===== src/rtl/combo_lock_seq.sv =====
// Multi-step combination lock with scrambled inputs, key store,
// failed-attempt counter and timed lockout.
module combo_lock_seq #(
    parameter int N_CH           = 3,
    parameter int N_STEPS        = 4,
    parameter int MAX_FAIL       = 3,
    parameter int LOCKOUT_CYCLES = 16
) (
    input  logic                          clk,
    input  logic                          rst_n,
    input  logic                          arm,
    input  logic                          lock,
    input  logic                          enter,
    input  logic [N_CH-1:0]               code_in,
    input  logic                          key_we,
    input  logic [$clog2(N_STEPS)-1:0]    key_addr,
    input  logic [N_CH-1:0]               key_wdata,
    input  logic                          pol_load,
    input  logic [N_CH-1:0]               pol_wdata,
    input  logic                          pol_free,
    output logic                          unlocked,
    output logic                          active,
    output logic                          lockout,
    output logic [$clog2(N_STEPS)-1:0]    step,
    output logic [$clog2(MAX_FAIL+1)-1:0] fail_cnt
);

    localparam int SW = $clog2(N_STEPS);
    localparam int FW = $clog2(MAX_FAIL + 1);
    localparam int TW = $clog2(LOCKOUT_CYCLES + 1);
    localparam logic [SW-1:0] LAST_STEP = SW'(N_STEPS - 1);

    typedef enum logic [1:0] {
        S_IDLE,
        S_ARMED,
        S_UNLOCKED,
        S_LOCKOUT
    } state_t;

    state_t          r_state;
    state_t          w_state_nx;
    logic [SW-1:0]   r_step;
    logic [SW-1:0]   w_step_nx;
    logic [FW-1:0]   r_fail;
    logic [FW-1:0]   w_fail_nx;
    logic [TW-1:0]   r_timer;
    logic [TW-1:0]   w_timer_nx;
    logic [N_CH-1:0] r_pol;
    logic [N_CH-1:0] r_key [N_STEPS];
    logic [N_CH-1:0] w_eff;
    logic            w_hit;
    logic            w_key_ok;

    // Effective code uses the mask as it stands in the enter cycle.
    assign w_eff = code_in ^ r_pol;
    assign w_hit = (w_eff == r_key[r_step]);

    // Keys are only writable while no entry attempt is in progress.
    assign w_key_ok = key_we
                    && (r_state == S_IDLE || r_state == S_UNLOCKED)
                    && (int'(key_addr) < N_STEPS);

    always_ff @(posedge clk or negedge rst_n) begin
        if (!rst_n) begin
            r_pol <= '0;
        end else if (pol_load) begin
            r_pol <= pol_wdata;
        end else if (pol_free) begin
            r_pol <= ~r_pol;
        end
    end

    always_ff @(posedge clk or negedge rst_n) begin
        if (!rst_n) begin
            for (int i = 0; i < N_STEPS; i++) begin
                r_key[i] <= '0;
            end
        end else if (w_key_ok) begin
            r_key[key_addr] <= key_wdata;
        end
    end

    always_ff @(posedge clk or negedge rst_n) begin
        if (!rst_n) begin
            r_state <= S_IDLE;
            r_step  <= '0;
            r_fail  <= '0;
            r_timer <= '0;
        end else begin
            r_state <= w_state_nx;
            r_step  <= w_step_nx;
            r_fail  <= w_fail_nx;
            r_timer <= w_timer_nx;
        end
    end

    always_comb begin
        w_state_nx = r_state;
        w_step_nx  = r_step;
        w_fail_nx  = r_fail;
        w_timer_nx = r_timer;
        unique case (r_state)
            S_IDLE: begin
                if (arm) begin
                    w_state_nx = S_ARMED;
                    w_step_nx  = '0;
                end
            end
            S_ARMED: begin
                if (lock) begin
                    w_state_nx = S_IDLE;
                    w_step_nx  = '0;
                    w_fail_nx  = '0;
                end else if (arm) begin
                    w_step_nx = '0;
                end else if (enter) begin
                    if (w_hit && r_step == LAST_STEP) begin
                        w_state_nx = S_UNLOCKED;
                        w_step_nx  = '0;
                        w_fail_nx  = '0;
                    end else if (w_hit) begin
                        w_step_nx = r_step + SW'(1);
                    end else begin
                        w_step_nx = '0;
                        if (int'(r_fail) + 1 >= MAX_FAIL) begin
                            w_state_nx = S_LOCKOUT;
                            w_fail_nx  = FW'(MAX_FAIL);
                            w_timer_nx = TW'(LOCKOUT_CYCLES - 1);
                        end else begin
                            w_fail_nx = r_fail + FW'(1);
                        end
                    end
                end
            end
            S_UNLOCKED: begin
                if (lock) begin
                    w_state_nx = S_IDLE;
                end
            end
            S_LOCKOUT: begin
                if (r_timer == '0) begin
                    w_state_nx = S_IDLE;
                    w_fail_nx  = '0;
                end else begin
                    w_timer_nx = r_timer - TW'(1);
                end
            end
        endcase
    end

    assign unlocked = (r_state == S_UNLOCKED);
    assign active   = (r_state == S_ARMED) || (r_state == S_UNLOCKED);
    assign lockout  = (r_state == S_LOCKOUT);
    assign step     = r_step;
    assign fail_cnt = r_fail;

endmodule


===== config.mk =====
export PLATFORM = sky130hd
export DESIGN_NAME = combo_lock_seq
export DESIGN_NICKNAME = d
export VERILOG_FILES = /design/src/rtl/combo_lock_seq.sv
export SDC_FILE = /design/constraint.sdc
export NUM_CORES = 1
export LEC_CHECK = 0
export CORE_ASPECT_RATIO = 1.5
export CORE_MARGIN = 5
export CORE_UTILIZATION = 49
export DETAILED_ROUTE_END_ITERATION = 6
export GPL_TIMING_DRIVEN = 0
export PLACE_DENSITY = 0.74
export SLEW_MARGIN = 10
export SYNTH_ARGS = -nofsm -noshare
export SYNTH_HDL_FRONTEND = slang
export SYNTH_SLANG_ARGS = --single-unit

===== constraint.sdc =====
create_clock -name clk -period 2.71 [get_ports clk]
set_input_delay 0.813 -clock clk [delete_from_list [all_inputs] [get_ports clk]]
set_output_delay 0.813 -clock clk [all_outputs]
set_load 0.05 [all_outputs]

Word-level counts from Yosys, hierarchy flattened:

Index checks and enable logic that the tools add are counted.

* flip-flop bits (word level): 26
* input bits: 19
* output and inout bits: 7

* add/sub/neg operators: 4
* magnitude comparators: 4
* equal/unequal tests: 20
* mux-type cells: 40
* bitwise logic cells: 4
* reduce and logical (&&, ||, !) cells: 14

Operator list (number)
* two-way mux 2 bit: 21
* two-way mux 5 bit: 7
* != test 2 bit (second input constant): 9
* two-way mux 3 bit: 5
* bitwise mux 12 bit: 1
* != test 4 bit (second input constant): 3
* one-hot mux 5 bit (2 select lines): 1
* one-hot mux 2 bit (2 select lines): 2
* one-hot mux 2 bit (4 select lines): 1
* AND reduction 8 bit: 1
* AND reduction 7 bit: 1
* binary-select mux 3 bit (select 2 bit): 1
* demux 3 bit (select 2 bit): 1
* == test 2 bit (second input constant): 3
* greater-or-equal comparator 3 bit (second input constant): 2
* != test 3 bit (second input constant): 2
* inverter 2 -> 3 bit: 2
* nonzero test 2 bit: 3
* logical NOT 5 bit: 1
* AND reduction 5 bit: 1
* subtractor 5 x 1 -> 5 bit (second input constant): 1
* adder 2 x 1 -> 2 bit (second input constant): 2
* adder 2 x 1 -> 3 bit (second input constant): 1
* == test 3 bit: 1
* 10 further kinds: 13

Longest topological paths before layout:

Gate-level depths: netlist of the first run.

* word-level depth: 11
* gate-level depth with buffers: 9
* gate-level depth less buffers: 7

Worst setup path after synthesis of the first run:

No wires, ideal clock.

* path type: flip-flop to flip-flop
* from: register r_step[0], in the netlist step[0]
* to: register r_fail[0], in the netlist fail_cnt[0]
* arrival time: 2.550 ns
* data required time: 2.582 ns
* slack: 0.032 ns
* stages on the path, launching flop included: 7
* path buffers: 1
* period minus slack after synthesis: 2.678 ns
* cell sequence: dfrtp_1 mux4_1 xnor2_1 or4b_1 buf_2 nand2_1 mux2_1

* cells in the longest elaborated chain, start to end: 11
* elaborated cells on any way between the ends: 14

RTL lines
* start: declaration: RTL line 42 `logic [SW-1:0] r_step;`
* start signal: assignment: RTL line 91 `r_step <= w_step_nx;`
* inverter 2 -> 3 bit (implied by the code): RTL line 56 `assign w_hit = (w_eff == r_key[r_step]);`
* binary-select mux 3 bit (select 2 bit): RTL line 56
* two-way mux 3 bit (implied by the code) (2 in series): RTL line 56
* == test 3 bit: RTL line 56
* logical AND 1 bit: RTL line 117 `if (w_hit && r_step == LAST_STEP) begin`
* two-way mux 2 bit: RTL line 117
* two-way mux 2 bit: RTL line 116 `end else if (enter) begin`
* two-way mux 2 bit: RTL line 114 `end else if (arm) begin`
* two-way mux 2 bit: RTL line 110 `if (lock) begin`
* one-hot mux 2 bit (2 select lines): RTL line 102 `unique case (r_state)`
* end signal: assignment: RTL line 92 `r_fail <= w_fail_nx;`
* end: declaration: RTL line 44 `logic [FW-1:0] r_fail;`

Parallel ways exist; a longest one is shown, timed or not. The select of a mux whose other input is x is not followed.
A chain may end at the register's enable or synchronous reset.

Final worst setup path of the first run:

* from: input port code_in[1]
* to: register r_fail[0], in the netlist fail_cnt[0]

* cells in the longest elaborated chain, start to end: 8
* elaborated cells on any way between the ends: 10

RTL lines
* start: declaration: RTL line 14 `input logic [N_CH-1:0] code_in,`
* bitwise XOR 3 bit *: RTL line 55 `assign w_eff = code_in ^ r_pol;`
* == test 3 bit *: RTL line 56
* logical AND 1 bit: RTL line 117
* two-way mux 2 bit: RTL line 117
* two-way mux 2 bit: RTL line 116
* two-way mux 2 bit: RTL line 114
* two-way mux 2 bit: RTL line 110
* one-hot mux 2 bit (2 select lines): RTL line 102

Every way passes the cells marked *; elsewhere a longest branch is shown, timed or not. The select of a mux whose other input is x is not followed.

==> results.sh, run 1 <==
export IMPL_status="completed"
export IMPL_place_congestion=0.8300
export IMPL_r2r_start="step[0]"
export IMPL_portBuffers=25
export IMPL_tightestPinTransition_ns=0.6510
export IMPL_cap_viol_max_count=0
export IMPL_cts_clk_slew_worst_paths_ns=0.09
export IMPL_yosys_register_bits=26
export IMPL_slew_headroom_pct=56.49
export IMPL_ys_seq_area_share_pct=42.38
export IMPL_antenna_found_initial=0
export IMPL_async_flop_share_pct=100.0
export IMPL_ys_flop_type="dfrtp_1"
export IMPL_drtIter0Drc=22
export IMPL_powerDensity_nw_per_um2=895.9
export IMPL_grt_pass1_vias=1279
export IMPL_period_share_pct=95.66
export IMPL_hpwl_um=2638
export IMPL_avgRoutedWirePerCell_um=16.13
export IMPL_avgSynthCellArea_um2=11.04
export IMPL_slew_viol_final=0
export IMPL_dr_pass1_iters=4
export IMPL_hold_viol=0
export IMPL_fmax_mhz=385.7
export IMPL_r2r_end="fail_cnt[0]"
export IMPL_rrSetupSlack_ns=0.17
export IMPL_dp_cells=204
export IMPL_cp_arrival_ns=2.76
export IMPL_ioPinCount=26
export IMPL_vias=1194
export IMPL_total_leakage_power_uw=0.0008084
export IMPL_yosys_warnings=0
export IMPL_syn_to_final_growth_pct=23.72
export IMPL_r2r_cells=6
export IMPL_cts_buffer_depth=2
export IMPL_core_um2=3097
export IMPL_grt_first_pass_wirelength_um=5699
export IMPL_synthCells=139
export IMPL_path_class="in2reg"
export IMPL_final_layout_size_suffix_gt1_share_pct=15.48
export IMPL_viasPerCell=5.740
export IMPL_post_route_drc_count=0
export IMPL_syn_nets=165
export IMPL_rsz0062_at_grt="false"
export IMPL_peakVddDrop_mv=0.5539
export IMPL_dieArea_um2=4376
export IMPL_die_w_um=55.70
export IMPL_syn_area_um2=1535
export IMPL_synth_edf_count=0
export IMPL_die_y_um=78.56
export IMPL_crit_required_ns=2.87
export IMPL_crit_path_start_kind="input port"
export IMPL_hold_class="reg2reg"
export IMPL_nNetsFinal=195
export IMPL_std_cell_rows=25
export IMPL_grt_max_degree=27
export IMPL_clk_latency_ns=0.27
export IMPL_grt_usage_pct=16.12
export IMPL_start_util_pct=49.58
export IMPL_netlist_cell_type_count=38
export IMPL_period_minus_slack_ns=2.592
export IMPL_total_power_uw=1702
export IMPL_worstSetupEndpointType="register"
export IMPL_wl_um=3356
export IMPL_clock_skew_ns=0.006176
export IMPL_overflow=0
export IMPL_n_antenna_cell=0
export IMPL_htreeDepth=1
export IMPL_cts_root_buf="clkbuf_8"
export IMPL_crit_path_max_fanout=6
export IMPL_ant_nets=0
export IMPL_cts_made_buffers=3
export IMPL_crit_end="fail_cnt[0]"
export IMPL_cts_tree="built"
export IMPL_startpoint="code_in[1]"
export IMPL_clock_sinks=26
export IMPL_stdcell_count=208
export IMPL_finalSetupViolCount=0
==> synthesized netlist by cell type (all sizes together), types with 2 or more instances <==
cell type	instances	area, um2
clkbuf	2	7.510
dfrtp	26	650.6
nor2b	2	12.51
a2111oi	2	17.52
nand2b	2	12.51
nor3b	4	30.03
ha	7	87.58
a31oi	3	18.77
a211oi	5	42.54
o21ai	5	25.02
nor4b	2	17.52
inv	10	37.54
nor3	4	20.02
a21oi	5	25.02
mux2	16	180.2
mux4	3	78.83
nand2	8	30.03
xnor2	9	78.83
nor2	5	18.77
nand3	3	15.01
==> layout make-up <==
class | instances | area (um2)
clock buffer | 4 | 55.05
inverter | 10 | 37.54
fill | 262 | 1197
buffer | 3 | 12.51
multi-input combinational | 100 | 840.8
timing repair buffer | 25 | 252.7
tap | 40 | 50.05
sequential | 26 | 650.6
==> where the power goes <==
part           total, uW  leakage (uW)  internal, uW  switching, uW
combinational        843      0.000472           375            468
sequential           607      0.000308           519           87.6
clock                252     0.0000288           130            122
total               1700      0.000808          1020            677
==> placed cells by master, fill, tap and decap left out, types with 2 or more instances in the layout <==
master / count
nor3b_1: 4
dfrtp_1: 26
nand3_1: 3
nor2b_1: 2
ha_1: 7
clkbuf_8: 4
dlymetal6s2s_1: 3
nor4b_1: 2
nand2b_1: 2
a21oi_1: 5
a211oi_1: 4
xnor2_1: 9
clkbuf_1: 2
nand2_1: 8
buf_2: 2
nor3_1: 4
mux2_2: 15
o21ai_0: 5
nor2_1: 5
clkdlybuf4s50_1: 21
a31oi_1: 3
inv_1: 10
mux4_1: 3
==> stage by stage <==
step           area (um2)  worst slack [ns]  hold WS, ns  TNS, ns  util (%)
4_1_cts              1891          0.006802       0.5087        0     61.05
2_1_floorplan        1535           0.03195       0.4708        0         -
3_5_place_dp         1836           -0.1710       0.4871  -0.7525     59.27
3_3_place_gp         1836          -0.09115       0.4806  -0.3977     59.27
5_1_grt              1899           0.02052       0.5221        0     61.33
6_report             1899            0.1175       0.5090        0     61.33
==> worst min-delay path by stage <==
stage / endpoint / cells past startpoint / startpoint
2_1_floorplan: r_key[0] / 1 / r_key[0]
3_3_place_gp: r_key[0] / 1 / r_key[0]
3_5_place_dp: r_key[7] / 1 / r_key[7]
4_1_cts: r_key[7] / 1 / r_key[7]
5_1_grt: r_key[6] / 1 / r_key[6]
6_report: r_key[9] / 1 / r_key[9]
==> timing repair <==
item	CTS	global route
hold buffers	0	0
buffers inserted	0	0
setup endpoints to repair	0	7
hold endpoints to repair	0	0
gates resized for setup	0	5
==> flip-flops by register name, summed over array words and instances (netlist names) <==
name      flops
step          2
r_key        12
r_state       2
r_timer       5
fail_cnt      2
r_pol         3
==> per-layer routing <==
| layer | global-route usage [%] | vias up | part of all wire [%] |
|---|---|---|---|
| met4 | 5.596 | 0 | 1.9 |
| met1 | 17.45 | 591 | 39 |
| met5 | 0 | - | 0 |
| met2 | 30.33 | 21 | 57 |
| met3 | 3.454 | 6 | 2.5 |
| li1 | - | 576 | - |
==> logic make-up after synthesis <==
kind of cell	Yosys count	synth area share, %
AO/OA/AOI/OAI	29	13.37
XOR/XNOR	9	5.135
buffers and inverters	13	3.260
adder cells (fa/ha/maj)	7	5.705
AND/OR/NAND/NOR	36	13.29
multiplexers	19	16.87
flip-flops	26	42.38
==> worst max-delay path, cell delays in order <==
cell and delay, ns:
clkdlybuf4s50_1 0.44, xnor2_1 0.26, xnor2_1 0.19, or4b_1 0.50, buf_2 0.18, nand2_1 0.07, mux2_1 0.31
(Power assumes the default switching activity.)
==> inputs of run 2 (changes only) <==
--- a/config.mk
+++ b/config.mk
@@ -8,6 +8,7 @@
 export CORE_ASPECT_RATIO = 1.5
 export CORE_MARGIN = 5
 export CORE_UTILIZATION = 49
+export CTS_CLUSTER_DIAMETER = 40
 export DETAILED_ROUTE_END_ITERATION = 6
 export GPL_TIMING_DRIVEN = 0
 export PLACE_DENSITY = 0.74
==> results of run 2 <==
Final layout, timing and power as in run 1 (identical DEF).
==> inputs of run 3 (changes only) <==
--- a/config.mk
+++ b/config.mk
@@ -10,6 +10,7 @@
 export CORE_UTILIZATION = 49
 export CTS_CLUSTER_DIAMETER = 40
 export DETAILED_ROUTE_END_ITERATION = 6
+export GPL_ROUTABILITY_DRIVEN = 1
 export GPL_TIMING_DRIVEN = 0
 export PLACE_DENSITY = 0.74
 export SLEW_MARGIN = 10
==> results of run 3 <==
Final layout, timing and power as in run 1 (identical DEF).
